**config.mk**
```make
export PLATFORM = sky130hd
export DESIGN_NAME = distortion_sched
export DESIGN_NICKNAME = d
export VERILOG_FILES = /design/src/rtl/distortion_sched.v /design/src/rtl/distortion_sched.sv
export SDC_FILE = /design/constraint.sdc
export NUM_CORES = 1
export LEC_CHECK = 0
export ABC_AREA = 1
export CORE_ASPECT_RATIO = 1.1
export CORE_MARGIN = 2
export CORE_UTILIZATION = 41
export CTS_CLUSTER_SIZE = 30
export DETAILED_ROUTE_END_ITERATION = 12
export PLACE_DENSITY = 0.64
export SYNTH_ARGS = -nofsm -noshare
export SYNTH_HDL_FRONTEND = slang
export SYNTH_SLANG_ARGS = --single-unit
```
**constraint.sdc**
```tcl
create_clock -name CLOCK_50 -period 9.72 [get_ports CLOCK_50]
set_input_delay 1.944 -clock CLOCK_50 [delete_from_list [all_inputs] [get_ports CLOCK_50]]
set_output_delay 1.944 -clock CLOCK_50 [all_outputs]
set_load 0.02 [all_outputs]
```
**src/rtl/distortion_sched.v**
```verilog
// Legacy Verilog entry point; the distortion_sched design is in distortion_sched.sv.

```
**src/rtl/distortion_sched.sv**
```systemverilog
// Stereo clip sequencer: one shared soft/hard clipper serves L then R per frame.
// Drive level and enable are latched at the capture edge so a frame never mixes settings.
module distortion_sched #(
  parameter int SOFT_STEP    = 3750000,
  parameter int RESET_LEVEL  = 3,
  parameter int BYPASS_SHIFT = 10
) (
  input  logic        CLOCK_50,
  input  logic        reset_n,
  input  logic        sample_valid,
  input  logic [31:0] in_L,
  input  logic [31:0] in_R,
  input  logic        enable,
  input  logic        drive_up,
  input  logic        drive_down,
  output logic [31:0] out_L,
  output logic [31:0] out_R,
  output logic        out_valid,
  output logic        busy,
  output logic [2:0]  drive_level,
  output logic        overrun
);

  typedef enum logic [1:0] {IDLE, PROC_L, PROC_R, DONE} state_t;
  localparam logic [2:0] RST_LVL = 3'(RESET_LEVEL);

  state_t state, state_nx;
  logic [31:0] fr_l, fr_r, res_l, clip_y, clip_x;
  logic        fr_en;
  logic [2:0]  fr_lvl, pend_lvl;
  logic        capture;

  logic signed [32:0] xe, nx, s_th, h_th, t;
  logic signed [41:0] sh;

  assign busy    = (state != IDLE);
  assign capture = (state == IDLE) && sample_valid;

  always_comb begin
    state_nx = state;
    case (state)
      IDLE:    if (sample_valid) state_nx = PROC_L;
      PROC_L:  state_nx = PROC_R;
      PROC_R:  state_nx = DONE;
      default: state_nx = IDLE;
    endcase
  end

  // Shared clipper; 33-bit intermediates keep -2^31 negatable.
  always_comb begin
    clip_x = (state == PROC_L) ? fr_l : fr_r;
    xe     = {clip_x[31], clip_x};
    nx     = -xe;
    s_th   = 33'(SOFT_STEP * (32'(fr_lvl) + 32'd1));
    h_th   = s_th <<< 1;
    sh     = 42'(xe) <<< BYPASS_SHIFT;
    t      = xe;
    clip_y = clip_x;
    if (!fr_en) begin
      if (sh > 42'sd2147483647)        clip_y = 32'h7FFF_FFFF;
      else if (sh < -42'sd2147483648)  clip_y = 32'h8000_0000;
      else                             clip_y = sh[31:0];
    end else if (!xe[32]) begin
      if (xe < s_th)       t = xe;
      else if (xe < h_th)  t = s_th + ((xe - s_th) >>> 1);
      else                 t = h_th;
      clip_y = t[31:0];
    end else begin
      if (xe > -s_th)      t = xe;
      else if (xe > -h_th) t = -s_th - ((nx - s_th) >>> 1);
      else                 t = -h_th;
      clip_y = t[31:0];
    end
  end

  always_ff @(posedge CLOCK_50 or negedge reset_n) begin
    if (!reset_n) begin
      state       <= IDLE;
      fr_l        <= '0;
      fr_r        <= '0;
      fr_en       <= 1'b0;
      fr_lvl      <= RST_LVL;
      res_l       <= '0;
      out_L       <= '0;
      out_R       <= '0;
      out_valid   <= 1'b0;
      overrun     <= 1'b0;
      pend_lvl    <= RST_LVL;
      drive_level <= RST_LVL;
    end else begin
      state     <= state_nx;
      out_valid <= 1'b0;
      if (sample_valid && state != IDLE) overrun <= 1'b1;
      if (drive_up && !drive_down && pend_lvl != 3'd7)      pend_lvl <= pend_lvl + 3'd1;
      else if (drive_down && !drive_up && pend_lvl != 3'd0) pend_lvl <= pend_lvl - 3'd1;
      if (capture) begin
        fr_l        <= in_L;
        fr_r        <= in_R;
        fr_en       <= enable;
        fr_lvl      <= pend_lvl;
        drive_level <= pend_lvl;
      end
      if (state == PROC_L) res_l <= clip_y;
      if (state == PROC_R) begin
        out_L     <= res_l;
        out_R     <= clip_y;
        out_valid <= 1'b1;
      end
    end
  end

endmodule

```
# Yosys cells after proc, flatten, opt, wreduce, memory -nomap -nowiden
# Cells that the tools add are included.
# W data, S select, Z words.
[word_totals]
register_bits = 171
input_bits = 70
output_inout_bits = 70
elab_cells = 58
[op_classes]
addsub = 10
n_mul = 1
magnitude_cmp = 6
n_eq_ne = 4
n_mux = 14
n_reduce_logical = 12
[ops]
columns = ["op", "n"]
rows = [
  ["$mux W32", 9],
  ["$gt A32 B33 Y1", 2],
  ["$gt A42 B32 Y1 const B", 1],
  ["$lt A42 B32 Y1 const B", 1],
  ["$neg A26 Y33", 1],
  ["$neg A27 Y33", 1],
  ["$neg A32 Y33", 1],
  ["$sub A32 B27 Y33", 1],
  ["$sub A33 B27 Y33", 1],
  ["$add A27 B32 Y32", 1],
  ["$lt A32 B27 Y1", 1],
  ["$lt A32 B28 Y1", 1],
  ["$sub A32 B32 Y32", 1],
  ["$mul A18 B4 Y22 const A", 1],
  ["$logic_and A1 B1 Y1", 6],
  ["$mux W3", 2],
  ["$pmux W2 S3", 1],
  ["$add A3 B1 Y4 const B", 1],
  ["$reduce_bool A2 Y1", 2],
  ["$add A3 B1 Y3 const B", 1],
  ["$ne A3 B3 Y1 const B", 1],
  ["$reduce_bool A3 Y1", 1],
  ["$sub A3 B1 Y3 const B", 1],
  ["$eq A2 B1 Y1 const B", 1],
  ["other kinds (6)", 7],
]

# Logic depth before layout (Yosys ltp)
# Gate-level depths: netlist (run 1).
[depth]
word_depth = 9
depth_mapped = 53
mapped_depth_nobuf = 52

# Worst setup path after synthesis (run 1)
# Ideal clock, no wire load.
[synth_path]
path_type = "register to register"
startpoint = "register fr_lvl[0]"
endpoint = "register out_R[31]"
setup_ns = 0.082
t_arrival_ns = 7.035
setup_slack_ns = 2.603
path_stages_with_launch = 36
period_less_slack_ns = 7.117
cell_sequence = "dfstp_2 > inv_2 > nor3_1 > inv_1 > fa_1 > ha_1 > fa_1 > inv_1 > o21ai_2 > inv_2 > nor2_1 > nor2_1 > inv_1 > ha_1 > ha_1 > a21oi_1 > o21ai_0 > a21oi_1 > inv_1 > a21o_1 > a21boi_0 > o21ai_0 > a21oi_1 > o21ai_0 > xor2_1 > ha_1 > nand2_1 > nor3_1 > nor2_1 > o31ai_1 > nor2_1 > o21ai_0 > nand2_1 > nand2_1 > nand2_1 > a31oi_1"
[synth_between]
elab_chain_len = 8
elab_cells_between_ends = 18
cone_classes = "add/sub (7); mul (1); order compare (4); mux (6)"
[synth_rtl]
columns = ["item", "line_no", "text"]
rows = [
  ["from (decl)", "distortion_sched.sv:30", "logic [2:0] fr_lvl, pend_lvl;"],
  ["from (signal assigned)", "distortion_sched.sv:100", "fr_lvl <= pend_lvl;"],
  ["$add A3 B1 Y4 (*)", "distortion_sched.sv:54", "s_th = 33'(SOFT_STEP * (32'(fr_lvl) + 32'd1));"],
  ["$mul A18 B4 Y22 (*)", "distortion_sched.sv:54", ""],
  ["$sub A33 B27 Y33, or another cell as far along", "distortion_sched.sv:70", "else if (xe > -h_th) t = -s_th - ((nx - s_th) >>> 1);"],
  ["$sub A32 B32 Y32, or another cell as far along", "distortion_sched.sv:70", ""],
  ["$mux W32 (on tied branches)", "distortion_sched.sv:70, distortion_sched.sv:65", ""],
  ["$mux W32 (on tied branches)", "distortion_sched.sv:69, distortion_sched.sv:64", ""],
  ["$mux W32 (*)", "distortion_sched.sv:63", "end else if (!xe[32]) begin"],
  ["$mux W32 (*)", "distortion_sched.sv:59", "if (!fr_en) begin"],
  ["to (signal assigned)", "distortion_sched.sv:106", "out_R <= clip_y;"],
  ["to (decl)", "distortion_sched.sv:17", "output logic [31:0] out_R,"],
]
# Mark *: on every way between the ends. The rest lies on a longest branch, timed or not.
# A chain may end at the register's enable or synchronous reset.

# Worst setup path in the final report (run 1)
[layout_path]
startpoint = "register fr_lvl[0]"
endpoint = "register res_l[18]"
[layout_between]
elab_chain_len = 8
elab_cells_between_ends = 18
cone_classes = "add/sub (7); mul (1); order compare (4); mux (6)"
[layout_rtl]
columns = ["item", "line_no", "text"]
rows = [
  ["$add A3 B1 Y4 (*)", "distortion_sched.sv:54", ""],
  ["$mul A18 B4 Y22 (*)", "distortion_sched.sv:54", ""],
  ["$sub A33 B27 Y33, or another cell as far along", "distortion_sched.sv:70", ""],
  ["$sub A32 B32 Y32, or another cell as far along", "distortion_sched.sv:70", ""],
  ["$mux W32 (on tied branches)", "distortion_sched.sv:70, distortion_sched.sv:65", ""],
  ["$mux W32 (on tied branches)", "distortion_sched.sv:69, distortion_sched.sv:64", ""],
  ["$mux W32 (*)", "distortion_sched.sv:63", ""],
  ["$mux W32 (*)", "distortion_sched.sv:59", ""],
  ["to (signal assigned)", "distortion_sched.sv:103", "if (state == PROC_L) res_l <= clip_y;"],
  ["to (decl)", "distortion_sched.sv:28", "logic [31:0] fr_l, fr_r, res_l, clip_y, clip_x;"],
]
# Marks and branches as above.

==> impl_metrics.py, run 1 <==
metrics = {
    "yosys": {
        "ys_warn_count": 0,
        "netlist.area_leader.share": 0.235,
        "synthCells": 2478,
        "synth_nets": 2787,
        "synth_largest_area_cell": "dfrtp_1",
        "synth_edf_count": 0,
        "yosys-top-cells-area": "dfrtp_1, ha_1, nand2_1",
        "async_flop_share": 1.00,
        "ys.flop_type": "dfrtp_1",
        "synth-seq-cells": 171,
        "synth_cell_type_count": 63,
        "ys_seq_area_frac": 0.240,
        "synthesis.area_um2": 17800,
        "syn_avg_cell_area_um2": 7.19,
    },
    "sta": {
        "drv_slew": 0,
        "setup-tns-final_ns": 0,
        "setup_viol": 0,
        "hold_ws_ns": 0.471,
        "hold_viol": 0,
        "clock_skew_ns": 0.0141,
        "slew-limit-headroom": 0.241,
        "rsz0062_at_grt": "false",
        "fin_crit_sh": 0.923,
        "final.min_clock_period_ns": 8.97,
        "tightest_slew_ns": 1.13,
        "fmax_mhz": 111,
    },
    "global_route": {
        "grt_max_degree": 87,
        "antenna_found_initial": 0,
        "first_global_vias": 17200,
        "overflow": 0,
        "grt_pass1_wl_mm": 97.5,
        "track_usage": 0.280,
    },
    "setup_path": {
        "crit_required_ns": 10.13,
        "cp.arrival_ns": 9.38,
        "worstSetupPathType": "reg -> reg",
        "rr_worst_depth": 34,
        "critPathSlowestCell": "dfstp_2",
        "start_kind": "flop",
        "r2r-start": "fr_lvl[0]",
        "path_delay_family": "simple AND/OR/NAND/NOR gates",
        "crit_path_max_fanout": 36,
        "crit_top_cell": "nand2_1",
        "reg2reg_setup_slack_ns": 0.75,
        "r2r-end": "res_l[18]",
        "critPathMaxStageDelay_ns": 0.72,
        "end_kind": "flop",
        "cp_num_buf_inv": 7,
    },
    "clock_tree": {
        "cts_hold_buf": 0,
        "max-clock-path-buffers": 2,
        "cts_setup_buffers": 0,
        "cts_htree_levels": 4,
        "cts_resized": 0,
        "cts_tree": "built",
        "clk_pin_slew_worst_paths_ns": 0.08,
        "clock_latency_ns": 0.47,
        "cts_buffers": 17,
        "cts_root_buffer": "clkbuf_16",
        "clock_sinks": 171,
    },
    "die": {
        "fp-row-count": 80,
        "dieHeight_um": 223,
        "initial_core_util": 0.413,
        "fp.dieArea_um2": 45100,
        "io_pins": 140,
        "die-width_um": 203,
        "fp.coreArea_um2": 43100,
    },
    "min_path": {
        "holdPathStages": 1,
        "min_to": "overrun",
        "worstHoldPathType": "reg -> reg",
        "hold_start": "overrun",
    },
    "finish": {
        "final_layout_size_suffix_gt1_frac": 0.101,
        "multiInputGateArea_um2": 12100,
        "fill_cells": 4352,
        "final_nets": 2901,
        "ff_latch_area_um2": 4280,
        "diodes": 0,
        "final_cells": 3179,
        "area_growth_pct": 14.6,
    },
    "routing": {
        "wire_per_inst_um": 19.9,
        "drtPass1Iterations": 6,
        "via_count": 17700,
        "drt_wl_total_mm": 63.1,
        "viasPerCell": 5.55,
        "ant_nets": 0,
        "first_iter_violations": 1444,
        "remaining_drc_errors": 0,
    },
    "placement": {
        "portBuffers": 139,
        "dp_hpwl_mm": 50.2,
        "gp_congestion": 1.02,
        "dp_cells": 3147,
    },
    "outcome": {
        "outcome": "completed",
    },
    "job": {
        "max_cap_viol_count": 0,
    },
}
## cell usage after synthesis, types with 27 or more instances
| library cell | number |
|---|---|
| a21oi_1 | 174 |
| clkbuf_1 | 48 |
| dfrtp_1 | 167 |
| ha_1 | 232 |
| inv_1 | 260 |
| mux2_2 | 64 |
| nand2_1 | 624 |
| nand2_2 | 33 |
| nand3_1 | 142 |
| nor2_1 | 137 |
| o211ai_1 | 41 |
| o21ai_0 | 128 |
| o21ai_1 | 33 |
| or2_2 | 34 |
| xnor2_1 | 27 |
| xor2_1 | 87 |
## logic make-up (layout without fill, tap and decap cells)
group | count (synthesis) | count (layout) | share of synthesized area
AO/OA/AOI/OAI | 470 | 470 | 0.152
XOR/XNOR | 115 | 115 | 0.0576
adder cells (fa/ha/maj) | 239 | 239 | 0.171
buffers and inverters | 357 | 484 | 0.0785
flip-flops | 171 | 171 | 0.240
multiplexers | 65 | 65 | 0.0410
other | 1 | 1 | 0.000211
AND/OR/NAND/NOR | 1060 | 1060 | 0.260
## worst max-delay path by stage
stage	slack, ns	startpoint	depth (start not counted)	end
after floorplan	2.60	fr_lvl[0]	35	out_R[31]
after global placement	0.96	fr_lvl[0]	35	res_l[18]
after detailed placement	0.86	fr_lvl[0]	35	res_l[18]
after CTS	0.84	fr_lvl[0]	33	out_R[22]
after global routing	0.23	fr_lvl[0]	33	res_l[22]
final	0.75	fr_lvl[0]	34	res_l[18]
## layout by cell type, fill, tap and decap left out, drive strengths merged, types with 34 or more instances in the layout
cell / n
a21oi: 180
clkdlybuf4s50: 138
dfrtp: 167
ha: 232
inv: 292
mux2: 64
nand2: 666
nand3: 149
nor2: 143
o211ai: 41
o21ai: 166
or2: 34
xor2: 88
## metrics by stage
stage          instance area [µm²]  setup slack, ns  utilization
2_1_floorplan                17800             2.60            -
3_3_place_gp                 19800            0.958        0.459
3_5_place_dp                 19800            0.864        0.459
4_1_cts                      20400            0.839        0.473
5_1_grt                      20400            0.228        0.473
6_report                     20400            0.750        0.473
## final cells by class
| class | count | area share |
|---|---|---|
| multi-input combinational | 1950 | 0.595 |
| sequential | 171 | 0.210 |
| timing repair buffer | 166 | 0.0782 |
| inverter | 286 | 0.0527 |
| tap | 574 | 0.0352 |
| clock buffer | 18 | 0.0215 |
| clock inverter | 14 | 0.00748 |
## registers in the layout (all words and copies together) (netlist names)
name and cells:
fr_lvl 3, fr_l 32, res_l 32, out_L 32, pend_lvl 3, fr_en 1, out_R 32, overrun 1
fr_r 32, out_valid 1, state 2
## per-layer routing
layer	track usage	vias to the layer above	routed length [µm]
met2	0.453	689	28600
li1	-	8481	-
met5	0	-	0
met4	0.117	0	2580
met3	0.0321	119	3870
met1	0.379	8370	28000
Power of run 1 is left out: the tool's default activity adds up to more than one toggle a clock period on the data nets, which glitch-free logic cannot reach.
==> inputs of run 2 (changes only) <==
CAP_MARGIN = 20   (was unset)
==> run 2 against run 1 <==
  * Clock skew rose by 0.0034 ns
  * Routed wire length barely moved
  * Register-to-register slack improved by 0.03 ns
  * Sequential share of layout area barely moved
  * Cell area rose by 0.23%
  * First-iteration DRC count rose by 0.97%
==> impl_metrics.py, run 2 (synthesized netlist as in run 1, its figures left out) <==
metrics = {
    "setup_path": {
        "crit_path_max_fanout": 36,
        "start_kind": "flop",
        "rr_worst_depth": 33,
        "r2r-start": "fr_lvl[0]",
        "critPathSlowestCell": "dfstp_2",
        "critPathMaxStageDelay_ns": 0.72,
        "end_kind": "flop",
        "worstSetupPathType": "reg -> reg",
        "crit_start": "fr_lvl[0]",
        "cp.arrival_ns": 9.36,
        "crit_required_ns": 10.13,
    },
    "finish": {
        "area_growth_pct": 14.8,
        "final_nets": 2903,
        "diodes": 0,
        "utilization": 0.474,
        "mostFrequentLayoutCells": "nand2_1, inv_1, ha_1",
        "fill_cells": 4347,
        "final_layout_size_suffix_gt1_frac": 0.101,
        "mostFrequentLayoutCell": "nand2_1",
    },
    "clock_tree": {
        "cts_resized": 0,
        "clk_pin_slew_worst_paths_ns": 0.08,
        "cts_root_buffer": "clkbuf_16",
        "clock_latency_ns": 0.48,
        "cts_hold_buf": 0,
        "cts_buffers": 17,
        "cts_tree": "built",
        "max-clock-path-buffers": 2,
        "cts_setup_buffers": 0,
        "cts_htree_levels": 4,
        "clock_sinks": 171,
    },
    "placement": {
        "portBuffers": 139,
        "dp_hpwl_mm": 50.2,
        "gp_congestion": 1.02,
    },
    "sta": {
        "drv_slew": 0,
        "fin_crit_sh": 0.920,
        "setup_viol": 0,
        "final.min_clock_period_ns": 8.94,
        "slew-limit-headroom": 0.206,
        "fmax_mhz": 112,
        "clock_skew_ns": 0.0175,
        "rsz0062_at_grt": "false",
        "tightest_slew_ns": 1.18,
        "hold_viol": 0,
        "setup-tns-final_ns": 0,
    },
    "global_route": {
        "overflow": 0,
        "antenna_found_initial": 0,
        "grt_pass1_wl_mm": 97.5,
        "track_usage": 0.280,
        "first_global_vias": 17200,
        "grt_max_degree": 87,
    },
    "min_path": {
        "holdPathStages": 1,
        "worstHoldPathType": "reg -> reg",
        "hold_start": "overrun",
    },
    "die": {
        "dieHeight_um": 223,
        "fp.coreArea_um2": 43100,
        "io_pins": 140,
        "fp.dieArea_um2": 45100,
        "die-width_um": 203,
        "initial_core_util": 0.413,
        "fp-row-count": 80,
    },
    "routing": {
        "drtPass1Iterations": 6,
        "wire_per_inst_um": 19.9,
        "ant_nets": 0,
        "via_count": 17700,
        "first_iter_violations": 1458,
        "remaining_drc_errors": 0,
        "drt_wl_total_mm": 63.2,
        "viasPerCell": 5.55,
    },
    "outcome": {
        "outcome": "completed",
    },
    "job": {
        "max_cap_viol_count": 0,
    },
}
run 2: cell count changes in the layout (fill, tap and decap cells not counted), sizes merged:
cell	delta
buf	+2
run 2: area by class of cell:
| cell class | count | area, µm² | area share |
|---|---|---|---|
| timing repair buffer | 168 | 1640 | 0.0803 |
| multi-input combinational | 1950 | 12100 | 0.594 |
| sequential | 171 | 4280 | 0.209 |
| clock buffer | 18 | 439 | 0.0215 |
| inverter | 286 | 1080 | 0.0526 |
| clock inverter | 14 | 153 | 0.00746 |
| tap | 574 | 718 | 0.0351 |
run 2: worst paths after layout:
kind                                  end  slack [ns]
max in group asynchronous        out_L[7]        7.13
min in group asynchronous       out_L[14]        1.47
worst min register to register    overrun        0.47
worst min-delay path              overrun        0.47
worst max register to register  out_R[22]        0.78
worst max-delay path            out_R[22]        0.78
run 2: worst max-delay path, delay by kind of cell (launching register included):
| family | cells | cell delay (ns) |
|---|---|---|
| simple gates | 14 | 3.09 |
| buf+inv | 8 | 1.83 |
| fa+ha+maj | 4 | 1.45 |
| compound gates | 6 | 1.13 |
| flops | 1 | 0.72 |
| xor+xnor | 1 | 0.63 |
run 2: per-layer routing:
metal	vias up	share of wire	track usage
li1	8475	-	-
met5	-	0	0
met4	0	0.041	0.117
met2	716	0.45	0.453
met1	8354	0.44	0.379
met3	121	0.065	0.0321
run 2: through the flow:
stage / cell area, µm² / hold slack (ns) / instances / setup WS, ns
finish: 20500 / 0.471 / 3181 / 0.777
global route: 20500 / 0.495 / 3181 / 0.228
CTS: 20400 / 0.471 / 3179 / 0.839
detailed placement: 19800 / 0.456 / 3147 / 0.864
global placement: 19800 / 0.447 / 3147 / 0.958
floorplan: 17800 / 0.449 / 2478 / 2.60
Power of run 2 is left out for the same reason.
==> inputs of run 3 (changes only) <==
CAP_MARGIN = unset   (was 20)
==> results of run 3 <==
Final layout, timing and power as in run 1 (identical DEF).
Power of run 3 is left out for the same reason.
